### src/rtl/vx_tag_flush_ctrl.sv
// vx_tag_flush_ctrl
// Per-bank sequencer in front of the tag store access stage. After reset and
// after every accepted flush request it walks all lines of the bank, issuing
// one invalidating fill per cycle. While idle, pipeline requests pass straight
// through to the tag stage with no added latency.
module vx_tag_flush_ctrl #(
  parameter int CACHE_ID         = 0,
  parameter int BANK_ID          = 0,
  parameter int CACHE_SIZE       = 16384,
  parameter int CACHE_LINE_SIZE  = 64,
  parameter int NUM_BANKS        = 4,
  parameter int WORD_SIZE        = 4,
  parameter int BANK_ADDR_OFFSET = 0,
  parameter int LINE_ADDR_WIDTH  = 26
) (
  input  logic                       clk,
  input  logic                       reset,
  input  logic                       flush_req_valid,
  output logic                       flush_req_ready,
  input  logic                       core_valid,
  input  logic                       core_fill,
  input  logic [LINE_ADDR_WIDTH-1:0] core_addr,
  output logic                       core_ready,
  output logic                       tag_lookup,
  output logic                       tag_fill,
  output logic                       tag_is_flush,
  output logic [LINE_ADDR_WIDTH-1:0] tag_addr,
  output logic                       busy,
  output logic                       flush_done
);

  localparam int LINES_PER_BANK = CACHE_SIZE / (CACHE_LINE_SIZE * NUM_BANKS);
  localparam int CNT_W          = (LINES_PER_BANK > 1) ? $clog2(LINES_PER_BANK) : 1;
  localparam logic [CNT_W-1:0] CNT_LAST = CNT_W'(LINES_PER_BANK - 1);

  // Reject configurations the walk cannot address; the id/offset values are
  // debug-only and merely checked for sanity here.
  if (LINES_PER_BANK < 1 || LINE_ADDR_WIDTH < CNT_W || WORD_SIZE > CACHE_LINE_SIZE ||
      CACHE_ID < 0 || BANK_ID < 0 || BANK_ADDR_OFFSET < 0) begin : g_bad_params
    $error("vx_tag_flush_ctrl: unsupported parameter combination");
  end

  typedef enum logic [1:0] {
    S_INIT  = 2'd0,
    S_IDLE  = 2'd1,
    S_FLUSH = 2'd2,
    S_DONE  = 2'd3
  } state_t;

  state_t                       state_r;
  state_t                       state_next_s;
  logic [CNT_W-1:0]             cnt_r;
  logic [CNT_W-1:0]             cnt_next_s;

  logic                         flush_req_ready_s;
  logic                         core_ready_s;
  logic                         tag_lookup_s;
  logic                         tag_fill_s;
  logic                         tag_is_flush_s;
  logic [LINE_ADDR_WIDTH-1:0]   tag_addr_s;
  logic                         busy_s;
  logic                         flush_done_s;

  // State and line counter registers; reset restarts the init walk at line 0.
  always_ff @(posedge clk) begin
    if (reset) begin
      state_r <= S_INIT;
      cnt_r   <= {CNT_W{1'b0}};
    end else begin
      state_r <= state_next_s;
      cnt_r   <= cnt_next_s;
    end
  end

  // Next-state logic plus tag-stage control decode from the registered state.
  always_comb begin
    state_next_s      = state_r;
    cnt_next_s        = cnt_r;
    flush_req_ready_s = 1'b0;
    core_ready_s      = 1'b0;
    tag_lookup_s      = 1'b0;
    tag_fill_s        = 1'b0;
    tag_is_flush_s    = 1'b0;
    tag_addr_s        = {LINE_ADDR_WIDTH{1'b0}};
    busy_s            = 1'b1;
    flush_done_s      = 1'b0;

    case (state_r)
      S_INIT, S_FLUSH: begin
        // Walk: invalidate one line per cycle; tag bits stay zero.
        tag_fill_s     = 1'b1;
        tag_is_flush_s = 1'b1;
        tag_addr_s     = LINE_ADDR_WIDTH'(cnt_r);
        if (cnt_r == CNT_LAST) begin
          cnt_next_s   = {CNT_W{1'b0}};
          state_next_s = (state_r == S_INIT) ? S_IDLE : S_DONE;
        end else begin
          cnt_next_s   = cnt_r + CNT_W'(1);
        end
      end
      S_IDLE: begin
        busy_s            = 1'b0;
        flush_req_ready_s = 1'b1;
        // A pending flush wins over the pipeline request in the same cycle.
        core_ready_s      = ~flush_req_valid;
        if (flush_req_valid) begin
          state_next_s = S_FLUSH;
          cnt_next_s   = {CNT_W{1'b0}};
        end else begin
          tag_lookup_s = core_valid & ~core_fill;
          tag_fill_s   = core_valid & core_fill;
          tag_addr_s   = core_addr;
        end
      end
      S_DONE: begin
        flush_done_s = 1'b1;
        state_next_s = S_IDLE;
      end
      default: begin
        state_next_s = S_INIT;
        cnt_next_s   = {CNT_W{1'b0}};
      end
    endcase
  end

  // While reset is high every control is forced quiet and busy is reported.
  assign flush_req_ready = flush_req_ready_s & ~reset;
  assign core_ready      = core_ready_s & ~reset;
  assign tag_lookup      = tag_lookup_s & ~reset;
  assign tag_fill        = tag_fill_s & ~reset;
  assign tag_is_flush    = tag_is_flush_s & ~reset;
  assign tag_addr        = tag_addr_s;
  assign busy            = busy_s | reset;
  assign flush_done      = flush_done_s & ~reset;

endmodule

### config.mk
export PLATFORM = sky130hd
export DESIGN_NAME = vx_tag_flush_ctrl
export DESIGN_NICKNAME = d
export VERILOG_FILES = /design/src/rtl/vx_tag_flush_ctrl.sv
export SDC_FILE = /design/constraint.sdc
export NUM_CORES = 1
export LEC_CHECK = 0
export ABC_AREA = 1
export BUFFER_PORTS_ARGS = -buffer_cell sky130_fd_sc_hd__buf_2
export CORE_ASPECT_RATIO = 0.75
export CORE_UTILIZATION = 30
export DETAILED_ROUTE_END_ITERATION = 12
export SLEW_MARGIN = 20
export SYNTH_ARGS = -nofsm -noshare
export SYNTH_HDL_FRONTEND = slang
export SYNTH_SLANG_ARGS = --single-unit
### constraint.sdc
create_clock -name clk -period 2.05 [get_ports clk]
set_clock_uncertainty 0.2 [all_clocks]
set_input_delay 0.1025 -clock clk [delete_from_list [all_inputs] [get_ports clk]]
set_output_delay 0.1025 -clock clk [all_outputs]
set_load 0.01 [all_outputs]
Word level (Yosys, flattened, before mapping). Cells that the tools add are included. Widths: inputs -> output; s select.

$add $sub $neg: 1. $mul: 0. Div/mod/pow operators: 0. Order comparisons: 0. Eq/ne operators: 6. Shift operators: 0. Muxes and demuxes: 18. Bitwise operators: 12. Reduce and logical (&&, ||, !) cells: 5.

Operator list (count): $pmux 26 s2 (1); $mux 26 (1); $mux 6 (2); $pmux 6 s2 (1); $and 1x1->1 (8); $mux 1 (8); $add 6x1->6 const B (1); $eq 6x6->1 const B (1); $mux 2 (3); $pmux 2 s3 (1); $eq 2x2->1 const B (2); $ne 2x2->1 const B (2); $reduce_and 2->1 (2); $not 1->1 (3); $eq 2x1->1 const B (1); $logic_not 2->1 (1); $pmux 1 s2 (1); $reduce_bool 2->1 (1); $reduce_or 2->1 (1); $or 1x1->1 (1).

Flip-flop bits (word level): 8. Bits in latches: 0. Bits in writable memories: 0. ROM bits: 0. Input bits: 31. Memories kept: 0.

Longest topological paths before layout.
Word-level depth: 5. Gate-level depth with buffers: 9. Depth with buffers taken out: 9.

Least setup slack after synthesis. No wires, ideal clock.

Kind: reg2out. From: register state_r[1]. To: output port tag_addr[11]. Data arrival time: 1268 ps. Setup slack: 479 ps. Stages on the path, launching flop included: 8. Cell sequence: dfxtp_1 -> inv_1 -> ha_1 -> inv_2 -> nor2_4 -> nand2_4 -> buf_6 -> nor2_1.

Longest elaborated chain between the ends: 3.

RTL lines: start, declared (RTL line 50) `state_t state_r;`; start signal, assigned (RTL line 70) `state_r <= state_next_s;`; $eq 2x2->1 / $logic_not 2->1 (equally long branches) (RTL line 88) `case (state_r)`; $reduce_or 2->1 (RTL line 88); $pmux 26 s2 * (RTL line 88); end, declared (RTL line 27) `output logic [LINE_ADDR_WIDTH-1:0] tag_addr,`.

Every way passes the cells marked *; elsewhere a longest branch is shown, timed or not.

Final worst setup path.
From: register state_r[1]. To: output port tag_fill.

Longest elaborated chain between the ends: 4.

RTL lines: $eq 2x2->1 / $logic_not 2->1 (equally long branches) (RTL line 88); $reduce_or 2->1 (RTL line 88); $pmux 1 s2 * (RTL line 88); $and 1x1->1 * (RTL line 130) `assign tag_fill = tag_fill_s & ~reset;`; end, declared (RTL line 25) `output logic tag_fill,`.

Marks and branches as above.

==> flow_summary_export.csv <==
group,metric,value,unit
status,status,"finished, final reports clean",
pwr,power_density,827,nW/µm²
critical_path,cp.required,1750,ps
synthesis,synth_area_leaders,"dfxtp_1 (19%), inv_1 (14%), nor2_1 (13%)",
place,dpl.hpwl,1800,µm
global_routing,track_usage,0.143,
critical_path,timing_worst_setup_path_type,"flop to output port",
synthesis,synth_compound_area_frac,0.111,
synthesis,synth.avg_cell_area,5.81,µm²
timing,slew_headroom,0.827,
routing,via_per_inst,4.00,
timing,clock.fmax,527,MHz
floorplanning,io_pins,64,
floorplanning,die_y,47.9,µm
clock_tree,numCtsBuffers,3,
synthesis,synth-edff-count,0,
routing,totalWireLength,2170,µm
timing,report.final.setup_viol,0,
place,place_congestion,0.792,
timing,rsz0062_at_grt,"false",
global_routing,grt_pass1_wl,3290,µm
global_routing,grt_max_degree,21,
clock_tree,clk_latency,230,ps
critical_path,crit_arrival,1590,ps
synthesis,synth_top_family_by_area,"simple AND/OR/NAND/NOR gates",
routing,wire_per_inst,8.73,µm
timing,slew_viol_final,0,
clock_tree,path_clk_slew,40,ps
critical_path,cp_max_fo,6,
floorplanning,core,2640,µm²
critical_path,critPathLaunchType,"flop",
synthesis,synth_ff_type,"dfxtp_1",
final_layout,antennaDiodeCount,0,
floorplanning,row_count,16,
worst_hold_path,min_path_type,"input pin to flop",
synthesis,synth_xor_area_frac,0.0104,
synthesis,synthArstFlopShare,0,
final_layout,drive_gt1_frac,0.413,
timing,period_needed,1900,ps
place,dp_slack,227,ps
timing,hold_viol_final,0,
clock_tree,cts_num_sinks,8,
routing,drc,0,
timing,hold-worst-slack,126,ps
synthesis,yosys-top-cells-count,"inv_1 (31), nor2_1 (30), nand2_1 (29)",
routing,firstDrtPassIters,4,
floorplanning,die_x,63.2,µm
synthesis,synth_fa_ha_area_frac,0.104,
run,max_cap_viol_count,0,
timing,fin_ws,153,ps
routing,drtAntennaViolNets,0,
clock_tree,root_buffer,"clkbuf_8",
synthesis,ys_warn_count,0,
place,io_buffers,63,
global_routing,grt-ovfl-total,0,
final_layout,nets,253,
routing,vias,995,
pwr,power.total,1.06,mW
final_layout,syn2layout_area_growth,51.9,%
synthesis,synth_top_area_frac,0.190,
critical_path,end_kind,"output port",
synthesis,synthSimpleGateAreaFrac,0.395,
synthesis,synth_top_cell_by_area,"dfxtp_1",
synthesis,ys_types,18,
pwr,p_leak,0.784,nW
synthesis,yosysSeqAreaShare,0.190,
global_routing,antenna_found_initial,0,
global_routing,grt_pass1_vias,775,
synthesis,synth_seq_cells,8,
pwr,peakVddDrop,0.538,mV
floorplanning,die_area,3020,µm²
synthesis,syn-cell-area,842,µm²
synthesis,synth_most_common_cell,"inv_1",
clock_tree,clockBufferDepth,2,
routing,drt-initial-drc-count,30,
floorplanning,initial_core_util,0.319,
final_layout,fillers,296,
synthesis,muxShareOfSynthArea,0,
timing,post-route-period-util,0.925,
synthesis,synth_cells,145,
timing,setup_tns,0,ps
timing,tightest_slew,259,ps
clock_tree,cts_tree,"built",
synthesis,syn_nets,183,
clock_tree,htree_num_levels,1,
==> area by class of cell <==
cell class / instances / area [µm²] / area share
Multi-Input combinational cell: 99 / 544 / 0.426
Tap cell: 36 / 45.0 / 0.0352
Inverter: 35 / 131 / 0.103
Sequential cell: 8 / 161 / 0.126
Clock buffer: 3 / 41.3 / 0.0323
Timing Repair Buffer: 68 / 355 / 0.278
==> cell usage in the layout (no fill, tap or decap), drive strengths merged <==
master       count
buf             67
nor2            36
inv             35
nand2           32
a21oi           11
dfxtp            8
nand3            7
ha               7
clkbuf           3
o21ai            3
a211oi           1
o21bai           1
xnor2            1
dlygate4sd3      1
==> sequential cells by signal (all words and copies together), names as in the netlist <==
register and flops:
cnt_r 6, state_r 2
==> critical path, stage by stage, from the launching register on <==
cell      delay [ps]
dfxtp_1          340
inv_2            100
ha_4             160
inv_2             70
nor2_4           220
nand3_1          130
a211oi_2         190
buf_2            160
==> power breakdown <==
| part | internal (mW) | switching [mW] |
|---|---|---|
| Clock | 0.127 | 0.0643 |
| Combinational | 0.273 | 0.352 |
| Sequential | 0.194 | 0.0477 |
| Total | 0.594 | 0.464 |
==> layer usage <==
metal / global-route usage / wire length [µm] / vias up
met4: 0.0273 / 14 / 0
met3: 0.0595 / 163 / 3
met2: 0.237 / 949 / 29
met5: 0 / 0 / -
met1: 0.180 / 1050 / 401
li1: - / - / 562
==> stage by stage <==
stage	utilization	cell area (µm²)	cells
after detailed placement	0.450	1190	243
after CTS	0.471	1240	247
after floorplan	-	842	145
after global routing	0.484	1280	249
final	0.484	1280	249
after global placement	0.450	1190	243
==> final timing paths <==
check | startpoint | depth (start not counted) | slack, ps | endpoint
min reg2reg | cnt_r[2] | 2 | 300 | cnt_r[2]
max reg2reg | state_r[0] | 7 | 430 | state_r[0]
min | flush_req_valid | 5 | 130 | state_r[1]
max | state_r[1] | 7 | 150 | tag_fill
==> cells by family (layout without fill, tap and decap cells) <==
logic type	Yosys count	count (layout)
and+or+nand+nor	75	75
buffers and inverters	38	106
AOI/OAI and AO/OA	16	16
DFF	8	8
adders and majority gates	7	7
xor gates and xnor gates	1	1
==> timing repair <==
action,4_1_cts,5_1_grt
gates resized for setup,1,4
buffers inserted,0,2
hold buffers,1,0
endpoints found under the hold margin,1,0
pin swaps,0,1
setup endpoints to repair,2,21
Power figures use the tool's default switching activity.
